**src/rtl/iiitb_coin_acceptor_if.sv**
```systemverilog
// Purpose: coin-slot sensor, downstream busy and coin-code signals of the acceptor.
// Latency: none; this is a plain signal bundle.
// Backpressure: vend_busy travels master->slave; the acceptor holds at most one coin while it is high.
interface iiitb_coin_acceptor_if;
  logic       coin5_raw;
  logic       coin10_raw;
  logic       vend_busy;
  logic [1:0] in_code;
  logic       pending;
  logic       reject;

  // Sensor/machine side: drives raw levels and busy, observes the coin code.
  modport master (
    output coin5_raw,
    output coin10_raw,
    output vend_busy,
    input  in_code,
    input  pending,
    input  reject
  );

  // Acceptor side.
  modport slave (
    input  coin5_raw,
    input  coin10_raw,
    input  vend_busy,
    output in_code,
    output pending,
    output reject
  );
endinterface

```
**src/rtl/iiitb_coin_acceptor.sv**
```systemverilog
// Purpose: synchronize and debounce coin sensors, emit a one-cycle 2-bit coin code (1=5, 2=10).
// Latency: raw high first sampled at edge 1 -> in_code valid after edge DEBOUNCE_CYCLES+3.
// Backpressure: vend_busy high parks one coin in a 1-entry buffer (pending); further coins are dropped.
// Build option: define COIN_REJECT_EN to reject simultaneous 5/10 events and buffer-full arrivals
// with a one-cycle reject pulse; otherwise reject is tied low and 10 wins over 5.
module iiitb_coin_acceptor #(
  parameter int DEBOUNCE_CYCLES = 4
) (
  input  logic                    clk,
  input  logic                    rst,
  iiitb_coin_acceptor_if.slave    bus
);

  localparam int CW = $clog2(DEBOUNCE_CYCLES + 1);
  // The debounced value flips on the edge the counter would reach DEBOUNCE_CYCLES.
  localparam logic [CW-1:0] CNT_LAST = CW'(DEBOUNCE_CYCLES - 1);

  generate
    if (DEBOUNCE_CYCLES < 1 || DEBOUNCE_CYCLES > 255) begin : g_bad_param
      $error("iiitb_coin_acceptor: DEBOUNCE_CYCLES must be 1..255");
    end
  endgenerate

  typedef enum logic [1:0] {
    IDLE = 2'd0,
    EMIT = 2'd1,
    HOLD = 2'd2
  } state_t;

  // Index 0 is the 5-unit slot, index 1 the 10-unit slot.
  logic [1:0]          raw;
  logic [1:0]          sync1;
  logic [1:0]          sync2;
  logic [1:0]          deb;
  logic [1:0]          deb_d;
  logic [1:0][CW-1:0]  cnt;

  logic                ev5;
  logic                ev10;
  logic                ev_ok;
  logic [1:0]          ev_code;
`ifdef COIN_REJECT_EN
  logic                ev_both;
  logic                reject_d;
  logic                reject_q;
`endif

  state_t              state;
  state_t              state_nxt;
  logic [1:0]          buf_code;
  logic [1:0]          buf_nxt;
  logic [1:0]          in_code_d;
  logic [1:0]          in_code_q;
  logic                pending_d;
  logic                pending_q;

  assign raw = {bus.coin10_raw, bus.coin5_raw};

  // Two-flop synchronizer for the asynchronous sensor levels.
  always_ff @(posedge clk) begin
    if (rst) begin
      sync1 <= 2'b00;
      sync2 <= 2'b00;
    end else begin
      sync1 <= raw;
      sync2 <= sync1;
    end
  end

  // Per-slot debounce: count consecutive disagreeing cycles, any agreement restarts the count.
  always_ff @(posedge clk) begin
    if (rst) begin
      deb   <= 2'b00;
      deb_d <= 2'b00;
      cnt   <= '0;
    end else begin
      deb_d <= deb;
      for (int i = 0; i < 2; i++) begin
        if (sync2[i] == deb[i]) begin
          cnt[i] <= '0;
        end else if (cnt[i] == CNT_LAST) begin
          cnt[i] <= '0;
          deb[i] <= sync2[i];
        end else begin
          cnt[i] <= cnt[i] + CW'(1);
        end
      end
    end
  end

  // Coin events are debounced rising edges only; falling edges mean the coin has left the slot.
  always_comb begin
    ev5     = deb[0] & ~deb_d[0];
    ev10    = deb[1] & ~deb_d[1];
    ev_code = ev10 ? 2'd2 : 2'd1;
`ifdef COIN_REJECT_EN
    ev_both = ev5 & ev10;
    ev_ok   = ev5 ^ ev10;
`else
    ev_ok   = ev5 | ev10;
`endif
  end

  // State and buffer register.
  always_ff @(posedge clk) begin
    if (rst) begin
      state    <= IDLE;
      buf_code <= 2'd0;
    end else begin
      state    <= state_nxt;
      buf_code <= buf_nxt;
    end
  end

  // Next state: EMIT behaves like IDLE so back-to-back coins are not lost; HOLD ignores new coins.
  always_comb begin
    state_nxt = state;
    buf_nxt   = buf_code;
    case (state)
      IDLE, EMIT: begin
        state_nxt = IDLE;
        if (ev_ok) begin
          if (bus.vend_busy) begin
            state_nxt = HOLD;
            buf_nxt   = ev_code;
          end else begin
            state_nxt = EMIT;
          end
        end
      end
      HOLD: begin
        if (!bus.vend_busy) begin
          state_nxt = EMIT;
          buf_nxt   = 2'd0;
        end
      end
      default: begin
        state_nxt = IDLE;
        buf_nxt   = 2'd0;
      end
    endcase
  end

  // Outputs decoded from the upcoming state so they are registered alongside it.
  always_comb begin
    in_code_d = 2'd0;
    pending_d = (state_nxt == HOLD);
    if (state_nxt == EMIT) begin
      in_code_d = (state == HOLD) ? buf_code : ev_code;
    end
`ifdef COIN_REJECT_EN
    // In HOLD any arrival is one rejected coin event; elsewhere only a 5/10 collision is.
    reject_d = (state == HOLD) ? (ev5 | ev10) : ev_both;
`endif
  end

  // Output registers.
  always_ff @(posedge clk) begin
    if (rst) begin
      in_code_q <= 2'd0;
      pending_q <= 1'b0;
`ifdef COIN_REJECT_EN
      reject_q  <= 1'b0;
`endif
    end else begin
      in_code_q <= in_code_d;
      pending_q <= pending_d;
`ifdef COIN_REJECT_EN
      reject_q  <= reject_d;
`endif
    end
  end

  assign bus.in_code = in_code_q;
  assign bus.pending = pending_q;
`ifdef COIN_REJECT_EN
  assign bus.reject  = reject_q;
`else
  assign bus.reject  = 1'b0;
`endif

endmodule

```
**src/flat_wrapper.sv**
```systemverilog
// flat-port wrapper written by rule: the top's interface ports become plain ports
module iiitb_coin_acceptor_flat 
#(
  parameter int DEBOUNCE_CYCLES = 4
)
  (clk, rst, bus_coin5_raw, bus_coin10_raw, bus_vend_busy, bus_in_code, bus_pending, bus_reject);
  iiitb_coin_acceptor_if bus_i ();
  input  logic clk;
  input  logic rst;
  input wire logic [$bits(bus_i.coin5_raw)-1:0] bus_coin5_raw;
  input wire logic [$bits(bus_i.coin10_raw)-1:0] bus_coin10_raw;
  input wire logic [$bits(bus_i.vend_busy)-1:0] bus_vend_busy;
  output wire logic [$bits(bus_i.in_code)-1:0] bus_in_code;
  output wire logic [$bits(bus_i.pending)-1:0] bus_pending;
  output wire logic [$bits(bus_i.reject)-1:0] bus_reject;
  assign bus_i.coin5_raw = bus_coin5_raw;
  assign bus_i.coin10_raw = bus_coin10_raw;
  assign bus_i.vend_busy = bus_vend_busy;
  assign bus_in_code = bus_i.in_code;
  assign bus_pending = bus_i.pending;
  assign bus_reject = bus_i.reject;
  iiitb_coin_acceptor #(.DEBOUNCE_CYCLES(DEBOUNCE_CYCLES)) u_core (.clk(clk), .rst(rst), .bus(bus_i));
endmodule
```
**config.mk**
```make
export PLATFORM = sky130hd
export DESIGN_NAME = iiitb_coin_acceptor_flat
export DESIGN_NICKNAME = d
export VERILOG_FILES = /design/src/rtl/iiitb_coin_acceptor_if.sv /design/src/rtl/iiitb_coin_acceptor.sv /design/src/flat_wrapper.sv
export SDC_FILE = /design/constraint.sdc
export NUM_CORES = 1
export LEC_CHECK = 0
export BUFFER_PORTS_ARGS = -buffer_cell sky130_fd_sc_hd__buf_2
export CAP_MARGIN = 30
export CORE_MARGIN = 5
export CORE_UTILIZATION = 39
export DETAILED_ROUTE_END_ITERATION = 8
export GPL_TIMING_DRIVEN = 0
export PLACE_DENSITY = 0.56
export SYNTH_ARGS = -nofsm -noshare
export SYNTH_HDL_FRONTEND = slang
export SYNTH_SLANG_ARGS = --single-unit
export TNS_END_PERCENT = 5
```
**constraint.sdc**
```tcl
create_clock -name clk -period 1.4 [get_ports clk]
set_input_delay 0.28 -clock clk [delete_from_list [all_inputs] [get_ports clk]]
set_output_delay 0.28 -clock clk [all_outputs]
set_load 0.05 [all_outputs]
```
==> summary.log, run 1 <==
INFO  pwr            worst_ir_drop_vdd=530.7uV
INFO  pwr            power.static_leakage=0.0003360uW
INFO  logic_synthesis synth.net_count=85
INFO  setup_path     r2r_start=u_core.cnt[0]$_SDFF_PP0_
INFO  detailed_routing met3WireLength=68um
INFO  global_route   grt_pass1_wl=1932um
INFO  final_layout   area_growth=13.61%
INFO  floorplan      initial_utilization=40.17%
INFO  sta            final_hold_viol_count=0
INFO  logic_synthesis synth.top_cell.area_share=54.46%
INFO  detailed_routing route.final.wire_length=1089um
INFO  run            timing.max_cap.violations=0
INFO  sta            min_period=1.298ns
INFO  floorplan      chipWidth=54.49um
INFO  cts            cts_inserted_buffers=3
INFO  sta            setup-violations-final=0
INFO  worst_hold_path min-delay-start=bus_coin5_raw
INFO  placed_design  placement_stage_worst_setup_slack=0.09328ns
INFO  detailed_routing route.antenna.remaining_nets=0
INFO  pwr            power-per-cell-area=1050nW/um^2
INFO  global_route   grt.total_usage=9.261%
INFO  global_route   grt_max_degree=12
INFO  logic_synthesis synth_common_cells=21 x dfxtp_1, 9 x nor2b_1, 8 x nor2_1, 5 x inv_1
INFO  final_layout   fillCellCount=191
INFO  logic_synthesis synth_seq_cells=21
INFO  logic_synthesis synth_top_area_cell=dfxtp_1
INFO  detailed_routing route.met2.wl=507um
INFO  final_layout   nNetsFinal=97
INFO  global_route   antenna_found_initial=0
INFO  placed_design  hpwlAfterDp=811um
INFO  logic_synthesis synth-warning-count=0
INFO  floorplan      die_height=54.49um
INFO  setup_path     setup.worst_path.start_class=register
INFO  detailed_routing drt_first_pass_iters=3
INFO  detailed_routing drt-met1-wl=499um
INFO  logic_synthesis synth.most_common_cell=dfxtp_1
INFO  sta            grt_setup_unrepaired=false
INFO  logic_synthesis avgSynthCellArea=10.16squm
INFO  floorplan      fp.dieArea=2969squm
INFO  setup_path     cp_data_required_time=1.63ns
INFO  setup_path     worst-path-max-fanout=3
INFO  logic_synthesis ys_types=26
INFO  logic_synthesis post_synth_edffs=0
INFO  detailed_routing initialDrtViolationCount=4
INFO  cts            cts_tree=built
INFO  global_route   via_count_of_the_first_global_routing_pass=483
INFO  cts            clk_pin_slew_worst_paths=0.10ns
INFO  cts            clk_root_buffer_cell=clkbuf_4
INFO  logic_synthesis synth-seq-area-share=54.46%
INFO  floorplan      number_of_placement_rows=16
INFO  detailed_routing via_per_inst=4.658
INFO  cts            cts.sink_count=21
INFO  sta            setup_slack=0.1024ns
INFO  placed_design  port-buffer-count=7
INFO  outcome        status=finished clean
INFO  detailed_routing highest-signal-layer=met4
INFO  final_layout   post_route_cells_drive_above_1_share=16.09%
INFO  setup_path     ff2ff_setup_slack=0.10ns
INFO  sta            number_of_max_slew_violations_in_the_final_report=0
INFO  final_layout   n_antenna_cell=0
INFO  cts            clk-insertion-delay-late=0.29ns
INFO  global_route   grt_overflow=0
INFO  worst_hold_path min_delay_worst_endpoint=u_core.sync1[0]$_SDFF_PP0_
INFO  logic_synthesis synth_ff_type=dfxtp_1
INFO  worst_hold_path min_path_cells=2
INFO  setup_path     crit_type=reg -> reg
INFO  setup_path     crit-reg2reg-capture=u_core.cnt[0]$_SDFF_PP0_
INFO  sta            layout_worst_path_cycle_share=92.69%
INFO  cts            cts_htree_levels=1
INFO  cts            buffer_depth_of_the_longest_clock_path=2
INFO  logic_synthesis async_flop_share=0%
INFO  detailed_routing drc=0
INFO  setup_path     worstRegToRegCells=4
INFO  sta            tns=0ns
INFO  logic_synthesis synthesis.instances=76
INFO  cts            cts.repair_timing.setup_buffer_count=0
INFO  cts            cts_hold_repair.buffers=0
INFO  setup_path     timing.critical_path.arrival=1.53ns
INFO  setup_path     crit_path_end_kind=register
INFO  logic_synthesis syn-cell-area=772.0squm
INFO  sta            clock.fmax=0.7706GHz
INFO  floorplan      io_pins=9
INFO  worst_hold_path worst_hold_path_type=in -> reg
INFO  detailed_routing dr_vias=531
INFO  detailed_routing wire_per_inst=9.553um
INFO  sta            finalClockSkew=0.005198ns
INFO  placed_design  final_weighted_congestion_in_routability_driven_placement=0.6723
INFO  logic_synthesis post_synth_main_area_contributors=dfxtp_1 54%, nor2b_1 7.3%, ha_1 6.5%, nor2_1 3.9%, mux2i_1 2.6%
INFO  floorplan      design.core.area=1922squm
## critical path: stages, from the launching register on
cell	delay (ns)
dfxtp_1	0.33
ha_1	0.19
ha_1	0.22
or3_4	0.40
nor2_1	0.10
## metrics by stage
step           utilization [%]  power [uW]  hold WS (ns)  cells  area, sq um
4_1_cts                  45.12       938.7        0.1815    114        867.1
3_3_place_gp             43.75       657.2        0.4084    110        840.8
5_1_grt                  45.64       971.3        0.1850    114        877.1
6_report                 45.64       920.9        0.1928    114        877.1
2_1_floorplan                -       644.4        0.3494     76        772.0
3_5_place_dp             43.75       659.1        0.4139    110        840.8
## area by class of cell
type / count / area [sq um] / share of cell area, %
timing repair buffer: 7 / 35.03 / 3.994
buffer: 2 / 11.26 / 1.284
tap: 27 / 33.78 / 3.852
clock buffer: 4 / 26.28 / 2.996
inverter: 5 / 18.77 / 2.140
sequential: 21 / 420.4 / 47.93
multi-input combinational: 48 / 331.6 / 37.80
## cells by family (layout without fill, tap and decap cells)
group	after synthesis	after routing	synth area share (%)
simple gates	32	32	23.01
flops	21	21	54.46
compound gates	7	7	6.807
buf+inv	7	18	3.890
fa+ha+maj	4	4	6.483
xor+xnor	2	2	2.269
mux	2	2	2.593
other cells	1	1	0.4858
## how the worst max path moves through the flow
stage,from,to,slack (ns),depth (start not counted)
after global routing,u_core.cnt[3]$_SDFF_PP0_,u_core.cnt[5]$_SDFF_PP0_,0.02,4
after global placement,u_core.cnt[3]$_SDFF_PP0_,u_core.cnt[3]$_SDFF_PP0_,0.11,4
after floorplan,u_core.cnt[0]$_SDFF_PP0_,u_core.cnt[0]$_SDFF_PP0_,0.18,4
after detailed placement,u_core.cnt[0]$_SDFF_PP0_,u_core.cnt[0]$_SDFF_PP0_,0.09,4
after CTS,u_core.cnt[0]$_SDFF_PP0_,u_core.cnt[0]$_SDFF_PP0_,0.06,4
final,u_core.cnt[0]$_SDFF_PP0_,u_core.cnt[0]$_SDFF_PP0_,0.10,4
## repair_timing
action / CTS / global route
gates resized for setup: 0 / 2
endpoints found under the hold margin: 0 / 0
endpoints found under the setup margin: 0 / 4
## layout by cell type, fill, tap and decap left out, drive strengths merged, types with 2 or more instances in the layout
cell type and count:
nand2 4, nor2 8, xnor2 2, ha 4
dfxtp 21, nor3 3, nor2b 9, clkbuf 5
or3 2, mux2i 2, nor3b 2, buf 8
inv 5
## routing by layer
| layer | GRT usage, % | vias to the layer above |
|---|---|---|
| met5 | 0 | - |
| met4 | 6.224 | 0 |
| met3 | 3.270 | 2 |
| met2 | 15.14 | 9 |
| met1 | 9.967 | 246 |
| li1 | - | 274 |
## where the power goes
group / internal, uW / switching [uW]
Combinational: 15.8 / 23.1
Clock: 111 / 164
Sequential: 604 / 2.80
## flip-flops by register name, indices dropped and copies added, names as in the netlist
register	count
u_core.buf_code	2
u_core.bus.in_code	2
u_core.bus.pending	1
u_core.cnt	6
u_core.deb	2
u_core.deb_d	2
u_core.state	2
u_core.sync1	2
u_core.sync2	2
Power figures use the tool's default switching activity.
==> run 2, diff against run 1 <==
==> constraint.sdc (replaced) <==
create_clock -name clk -period 1.2 [get_ports clk]
set_input_delay 0.18 -clock clk [delete_from_list [all_inputs] [get_ports clk]]
set_output_delay 0.18 -clock clk [all_outputs]
set_load 0.05 [all_outputs]
==> summary.log, run 2 (synthesized netlist as in run 1, its figures left out) <==
INFO  sta            clock.fmax=0.8661GHz [was 0.7706 GHz]
INFO  floorplan      number_of_placement_rows=16 [unchanged]
INFO  final_layout   largest_register_ffs=6 [unchanged]
INFO  final_layout   mostFrequentLayoutCell=dfxtp_1 [unchanged]
INFO  outcome        status=finished clean [unchanged]
INFO  global_route   antenna_found_initial=0 [unchanged]
INFO  detailed_routing dr_vias=553 [was 531]
INFO  placed_design  placement_stage_worst_setup_slack=-0.08085ns [was 0.09328 ns]
INFO  global_route   via_count_of_the_first_global_routing_pass=500 [was 483]
INFO  sta            setup-violations-final=0 [unchanged]
INFO  cts            cts_htree_levels=1 [unchanged]
INFO  cts            buffer_depth_of_the_longest_clock_path=2 [unchanged]
INFO  pwr            power.static_leakage=0.0003431uW [was 0.0003360 uW]
INFO  final_layout   fillCellCount=195 [was 191]
INFO  pwr            worst_ir_drop_vdd=1034uV [was 530.7 uV]
INFO  sta            setup_slack=0.04542ns [was 0.1024 ns]
INFO  run            timing.max_cap.violations=0 [unchanged]
INFO  setup_path     setup.worst_path.start_class=register [unchanged]
INFO  cts            clk_root_buffer_cell=clkbuf_4 [unchanged]
INFO  setup_path     worst-path-buf-inv=0 [unchanged]
INFO  cts            cts.sink_count=21 [unchanged]
INFO  floorplan      fp.dieArea=2969squm [unchanged]
INFO  cts            cts_tree=built [unchanged]
INFO  detailed_routing route.antenna.remaining_nets=0 [unchanged]
INFO  global_route   grt.total_usage=10.18% [was 9.261%]
INFO  setup_path     cp_data_required_time=1.43ns [was 1.63 ns]
INFO  placed_design  port-buffer-count=7 [unchanged]
INFO  sta            tns=0ns [unchanged]
INFO  sta            hold-worst-slack=0.09708ns [was 0.1928 ns]
INFO  sta            final_hold_viol_count=0 [unchanged]
INFO  sta            number_of_max_slew_violations_in_the_final_report=0 [unchanged]
INFO  floorplan      chipWidth=54.49um [unchanged]
INFO  cts            clk-insertion-delay-late=0.30ns [was 0.29 ns]
INFO  placed_design  post-place-cells=110 [unchanged]
INFO  detailed_routing via_per_inst=4.767 [was 4.658]
INFO  final_layout   design_area=954.7squm [was 877.1 sq um]
INFO  final_layout   reg_with_most_ffs=u_core.cnt [unchanged]
INFO  cts            cts_inserted_buffers=3 [unchanged]
INFO  placed_design  detailed_place.area=853.3squm [was 840.8 sq um]
INFO  final_layout   n_antenna_cell=0 [unchanged]
INFO  final_layout   most-common-layout-cells=17 x dfxtp_1, 9 x nor2b_1, 7 x nor2_1, 7 x buf_2, 5 x inv_1 [was 21 x dfxtp_1, 9 x nor2b_1, 8 x nor2_1]
INFO  placed_design  final_weighted_congestion_in_routability_driven_placement=0.6323 [was 0.6723]
INFO  final_layout   post_route_cells_drive_above_1_share=29.21% [was 16.09%]
INFO  setup_path     critical-path-top-cell-by-count=ha_4 [was ha_1]
INFO  detailed_routing route.final.wire_length=1201um [was 1089 um]
INFO  final_layout   nNetsFinal=99 [was 97]
INFO  cts            clk_pin_slew_worst_paths=0.10ns [about the same]
INFO  setup_path     timing.critical_path.arrival=1.39ns [was 1.53 ns]
INFO  setup_path     crit_path_end_kind=register [unchanged]
INFO  final_layout   final_cell_count_no_fill=116 [was 114]
INFO  sta            finalClockSkew=0.005389ns [was 0.005198 ns]
INFO  setup_path     timing.critical_path.max_delay_family=simple AND/OR/NAND/NOR gates [unchanged]
INFO  setup_path     worst-path-max-fanout=3 [unchanged]
INFO  global_route   grt_max_degree=12 [unchanged]
INFO  sta            layout_worst_path_cycle_share=96.22% [was 92.69%]
INFO  floorplan      initial_utilization=40.17% [unchanged]
INFO  setup_path     critical_path_max_stage_delay=0.35ns [was 0.40 ns]
INFO  floorplan      io_pins=9 [unchanged]
INFO  final_layout   area_growth=23.66% [was 13.61%]
INFO  global_route   grt_pass1_wl=2104um [was 1932 um]
INFO  pwr            power-per-cell-area=1133nW/um^2 [was 1050 nW/um^2]
INFO  floorplan      die_height=54.49um [unchanged]
INFO  global_route   grt_overflow=0 [unchanged]
INFO  detailed_routing initialDrtViolationCount=4 [unchanged]
INFO  detailed_routing drt_first_pass_iters=4 [was 3]
INFO  sta            grt_setup_unrepaired=true [was false]
INFO  floorplan      design.core.area=1922squm [unchanged]
INFO  setup_path     path_cells=ha_4, ha_4, or3_4, nor2_1 [was ha_1, ha_1, or3_4, nor2_1]
INFO  detailed_routing drc=0 [unchanged]
INFO  sta            min_period=1.155ns [was 1.298 ns]
INFO  worst_hold_path worst_hold_path_type=in -> reg [unchanged]
INFO  setup_path     crit_type=reg -> reg [unchanged]
INFO  detailed_routing wire_per_inst=10.35um [was 9.553 um]
INFO  setup_path     worst_path_max_delay_cell=dfxtp_2 [was or3_4]
INFO  placed_design  hpwlAfterDp=843.6um [was 811 um]
INFO  setup_path     ff2ff_setup_slack=0.05ns [was 0.10 ns]
## run 2: cell count changes in the layout (fill, tap and decap cells not counted)
cell	previous run	this run
o31ai_2	0	1
o31ai_1	1	0
ha_4	0	4
ha_1	4	0
buf_4	1	3
nor2_2	0	1
nor2_1	8	7
dfxtp_1	21	17
dfxtp_2	0	4
## run 2: worst reg2reg max path, stage by stage (launching register included)
cell	delay [ns]
dfxtp_2	0.35
ha_4	0.16
ha_4	0.15
or3_4	0.33
nor2_1	0.10
## run 2: cell type report
class | count | area (sq um) | share of cell area, %
multi-input cells | 48 | 389.1 | 40.76
inverters | 5 | 18.77 | 1.966
well taps | 27 | 33.78 | 3.539
plain buffers | 2 | 11.26 | 1.180
flip-flops and latches | 21 | 425.4 | 44.56
clock buffers | 4 | 26.28 | 2.752
repair buffers | 9 | 50.05 | 5.242
## run 2: layer usage
metal / up-vias / track usage, % / part of all wire, %
met5: - / 0 / 0
met4: 0 / 2.490 / 1.0
met3: 2 / 5.722 / 8.1
met2: 16 / 15.74 / 47
met1: 255 / 12.17 / 44
li1: 280 / - / -
## run 2: path summary, 6_finish.rpt
check                                               from                          to  cells past startpoint
worst min register to register  u_core.cnt[3]$_SDFF_PP0_    u_core.cnt[3]$_SDFF_PP0_                      1
worst max register to register  u_core.cnt[3]$_SDFF_PP0_    u_core.cnt[3]$_SDFF_PP0_                      4
worst min-delay path                       bus_coin5_raw  u_core.sync1[0]$_SDFF_PP0_                      2
worst max-delay path            u_core.cnt[3]$_SDFF_PP0_    u_core.cnt[3]$_SDFF_PP0_                      4
## run 2: stage by stage
stage          total power [uW]  utilization [%]
2_1_floorplan             753.4                -
3_3_place_gp              768.6            44.40
3_5_place_dp              769.8            44.40
4_1_cts                    1098            47.07
5_1_grt                    1132            49.67
6_report                   1082            49.67
## run 2: power breakdown
group	internal (uW)	switching (uW)	total [uW]
clock network	129	196	326
registers	705	4.54	710
logic	19.4	27.3	46.7
total	854	228	1080
## run 2: timing repair
item                       4_1_cts  5_1_grt
setup buffers                    2        0
hold buffers                     0        0
resized for setup                5        8
setup endpoints to repair        6       11
pin swaps                        6        1
==> run 3, diff against run 2 <==
- ABC_AREA: default -> 1
==> summary.log, run 3 <==
INFO  logic_synthesis ys_types=19 [was 26]
INFO  pwr            worst_ir_drop_vdd=870.5uV [was 1034 uV]
INFO  sta            setup_slack=0.1079ns [was 0.04542 ns]
INFO  floorplan      chipWidth=55.70um [was 54.49 um]
INFO  setup_path     setup.worst_path.start_class=register [unchanged]
INFO  cts            cts.repair_timing.setup_buffer_count=0 [was 2]
INFO  global_route   grt_max_degree=13 [was 12]
INFO  cts            cts_inserted_buffers=3 [unchanged]
INFO  global_route   grt_overflow=0 [unchanged]
INFO  cts            clk-insertion-delay-late=0.30ns [about the same]
INFO  logic_synthesis avgSynthCellArea=8.312squm [was 10.16 sq um]
INFO  logic_synthesis synth-seq-area-share=51.61% [was 54.46%]
INFO  floorplan      fp.dieArea=3102squm [was 2969 sq um]
INFO  worst_hold_path min_delay_worst_endpoint=u_core.sync1[1]$_SDFF_PP0_ [was u_core.sync1[0]$_SDFF_PP0_]
INFO  setup_path     crit_type=reg -> reg [unchanged]
INFO  cts            cts.sink_count=21 [unchanged]
INFO  detailed_routing route.antenna.remaining_nets=0 [unchanged]
INFO  logic_synthesis synth_ff_type=dfxtp_1 [unchanged]
INFO  logic_synthesis synth_top_area_cell=dfxtp_1 [unchanged]
INFO  logic_synthesis synth.net_count=107 [was 85]
INFO  floorplan      die_height=55.70um [was 54.49 um]
INFO  cts            cts_hold_repair.buffers=0 [unchanged]
INFO  logic_synthesis synth_seq_cells=21 [unchanged]
INFO  sta            layout_worst_path_cycle_share=91.00% [was 96.22%]
INFO  logic_synthesis syn-cell-area=814.5squm [was 772.0 sq um]
INFO  final_layout   most-common-layout-cells=21 x inv_1, 20 x dfxtp_1, 17 x nor2_1 [was 17 x dfxtp_1, 9 x nor2b_1, 7 x nor2_1, 7 x buf_2, 5 x inv_1]
INFO  sta            grt_setup_unrepaired=true [unchanged]
INFO  pwr            totalPowerFinal=1089uW [was 1082 uW]
INFO  worst_hold_path min-delay-start=bus_coin10_raw [was bus_coin5_raw]
INFO  detailed_routing wire_per_inst=8.237um [was 10.35 um]
INFO  cts            cts_resized=0 [was 5]
INFO  cts            buffer_depth_of_the_longest_clock_path=2 [unchanged]
INFO  detailed_routing drc=0 [unchanged]
INFO  final_layout   n_antenna_cell=0 [unchanged]
INFO  floorplan      design.core.area=1982squm [was 1922 sq um]
INFO  global_route   grt_pass1_wl=2173um [was 2104 um]
INFO  logic_synthesis synth_common_cells=22 x inv_1, 21 x dfxtp_1, 17 x nor2_1, 8 x nand2_1, 5 x a21oi_1 [was 21 x dfxtp_1, 9 x nor2b_1, 8 x nor2_1, 5 x inv_1]
INFO  final_layout   mostFrequentLayoutCell=inv_1 [was dfxtp_1]
INFO  setup_path     cp_data_required_time=1.45ns [was 1.43 ns]
INFO  worst_hold_path worst_hold_path_type=in -> reg [unchanged]
INFO  logic_synthesis synth-warning-count=0 [unchanged]
INFO  sta            finalClockSkew=0.003528ns [was 0.005389 ns]
INFO  setup_path     crit-reg2reg-capture=u_core.cnt[3]$_SDFF_PP0_ [unchanged]
INFO  setup_path     critical-path-top-cell-by-count=ha_1 [was ha_4]
INFO  final_layout   area_growth=11.67% [was 23.66%]
INFO  setup_path     timing.critical_path.arrival=1.34ns [was 1.39 ns]
INFO  placed_design  placement_stage_worst_setup_slack=0.1155ns [was -0.08085 ns]
INFO  logic_synthesis post_synth_edffs=0 [unchanged]
INFO  logic_synthesis async_flop_share=0% [unchanged]
INFO  setup_path     critical_path_max_stage_delay=0.33ns [was 0.35 ns]
INFO  setup_path     worst-path-max-fanout=3 [unchanged]
INFO  sta            clock.fmax=0.9157GHz [was 0.8661 GHz]
INFO  final_layout   register_area=421.7squm [was 425.4 sq um]
INFO  sta            tns=0ns [unchanged]
INFO  pwr            power-per-cell-area=1197nW/um^2 [was 1133 nW/um^2]
INFO  floorplan      number_of_placement_rows=16 [unchanged]
INFO  setup_path     path_cells=ha_1, ha_1, inv_1, o211ai_1, nor2_1 [was ha_4, ha_4, or3_4, nor2_1]
INFO  cts            cts_tree=built [unchanged]
INFO  global_route   via_count_of_the_first_global_routing_pass=556 [was 500]
INFO  setup_path     ff2ff_setup_slack=0.11ns [was 0.05 ns]
INFO  global_route   antenna_found_initial=0 [unchanged]
INFO  placed_design  final_weighted_congestion_in_routability_driven_placement=0.6916 [was 0.6323]
INFO  detailed_routing route.final.wire_length=1112um [was 1201 um]
INFO  placed_design  detailed_place.area=878.3squm [was 853.3 sq um]
INFO  pwr            power.static_leakage=0.0004341uW [was 0.0003431 uW]
INFO  cts            clk_root_buffer_cell=clkbuf_4 [unchanged]
INFO  logic_synthesis synth.most_common_cell=inv_1 [was dfxtp_1]
INFO  detailed_routing drt_first_pass_iters=4 [unchanged]
INFO  final_layout   nNetsFinal=118 [was 99]
INFO  final_layout   post_route_cells_drive_above_1_share=22.22% [was 29.21%]
INFO  global_route   grt.total_usage=8.838% [was 10.18%]
INFO  final_layout   design_area=909.6squm [was 954.7 sq um]
INFO  logic_synthesis post_synth_main_area_contributors=dfxtp_1 52%, inv_1 10%, nor2_1 7.8%, ha_1 6.1%, nand2_1 3.7% [was dfxtp_1 54%, nor2b_1 7.3%, ha_1 6.5%, nor2_1 3.9%, mux2i_1 2.6%]
INFO  worst_hold_path min_path_cells=3 [was 2]
INFO  final_layout   multi_input_area=287.8squm [was 389.1 sq um]
INFO  logic_synthesis synth.top_cell.area_share=51.61% [was 54.46%]
INFO  cts            clk_pin_slew_worst_paths=0.11ns [was 0.10 ns]
INFO  outcome        status=finished clean [unchanged]
INFO  setup_path     crit_path_end_kind=register [unchanged]
INFO  detailed_routing dr_vias=571 [was 553]
INFO  sta            setup-violations-final=0 [unchanged]
INFO  setup_path     r2r_start=u_core.cnt[3]$_SDFF_PP0_ [unchanged]
INFO  setup_path     worstRegToRegCells=5 [was 4]
INFO  logic_synthesis synthesis.instances=98 [was 76]
INFO  floorplan      io_pins=9 [unchanged]
INFO  final_layout   largest_register_ffs=6 [unchanged]
INFO  final_layout   fillCellCount=199 [was 195]
INFO  sta            final_hold_viol_count=0 [unchanged]
INFO  detailed_routing via_per_inst=4.230 [was 4.767]
INFO  final_layout   reg_with_most_ffs=u_core.cnt [unchanged]
INFO  setup_path     worst_path_max_delay_cell=dfxtp_1 [was dfxtp_2]
INFO  floorplan      initial_utilization=41.10% [was 40.17%]
INFO  sta            min_period=1.092ns [was 1.155 ns]
INFO  cts            cts_htree_levels=1 [unchanged]
INFO  run            timing.max_cap.violations=0 [unchanged]
INFO  placed_design  hpwlAfterDp=823.8um [was 843.6 um]
INFO  detailed_routing initialDrtViolationCount=7 [was 4]
INFO  placed_design  port-buffer-count=6 [was 7]
INFO  sta            number_of_max_slew_violations_in_the_final_report=0 [unchanged]
==> run 3: cell type report <==
type	count	area share (%)
well taps	27	3.714
clock buffers	3	2.476
clock inverters	1	0.5502
multi-input cells	51	31.64
inverters	24	9.904
flip-flops and latches	21	46.35
repair buffers	6	3.301
plain buffers	2	2.063
==> run 3: cells by family after synthesis <==
kind of cell / count (synthesis) / synth area share, %
AO/OA/AOI/OAI: 11 / 7.833
AND/OR/NAND/NOR: 35 / 20.58
adder cells (fa/ha/maj): 4 / 6.145
buffers and inverters: 26 / 13.36
flip-flops: 21 / 51.61
other: 1 / 0.4604
==> run 3: power breakdown <==
part           switching (uW)  internal (uW)  total (uW)
Sequential               3.60            705         709
Clock                     209            124         333
Combinational            29.7           17.3        47.0
Total                     242            847        1090
==> run 3: worst max path at each step <==
| stage | slack, ns | end | cells after the start | start |
|---|---|---|---|---|
| final | 0.11 | u_core.cnt[3]$_SDFF_PP0_ | 5 | u_core.cnt[3]$_SDFF_PP0_ |
| after global placement | 0.14 | u_core.cnt[3]$_SDFF_PP0_ | 5 | u_core.cnt[3]$_SDFF_PP0_ |
| after detailed placement | 0.12 | u_core.cnt[1]$_SDFF_PP0_ | 5 | u_core.cnt[0]$_SDFF_PP0_ |
| after global routing | -0.004 | u_core.cnt[4]$_SDFF_PP0_ | 5 | u_core.cnt[3]$_SDFF_PP0_ |
| after floorplan | 0.21 | u_core.cnt[0]$_SDFF_PP0_ | 5 | u_core.cnt[0]$_SDFF_PP0_ |
| after CTS | 0.09 | u_core.cnt[1]$_SDFF_PP0_ | 5 | u_core.cnt[0]$_SDFF_PP0_ |
==> run 3: per-layer routing <==
layer  share of wire, %  wire (um)  global-route usage [%]
met4                1.2         13                   3.125
met2                 44        486                   14.53
met3                6.8         76                   5.104
met1                 48        535                   9.371
met5                  0          0                       0
==> run 3: through the flow <==
step	hold WS, ns	utilization (%)	cells
after global routing	0.04165	45.90	135
after detailed placement	0.3887	44.32	131
after global placement	0.3815	44.32	131
final	0.06699	45.90	135
after floorplan	0.2870	-	98
after CTS	0.05112	45.71	135
==> run 3: critical path: cells and delay by family (launching register included) <==
kind / cells / cell delay (ns)
adder cells (fa/ha/maj): 2 / 0.39
AND/OR/NAND/NOR: 1 / 0.11
buffers and inverters: 1 / 0.08
AO/OA/AOI/OAI: 1 / 0.13
flip-flops: 1 / 0.33
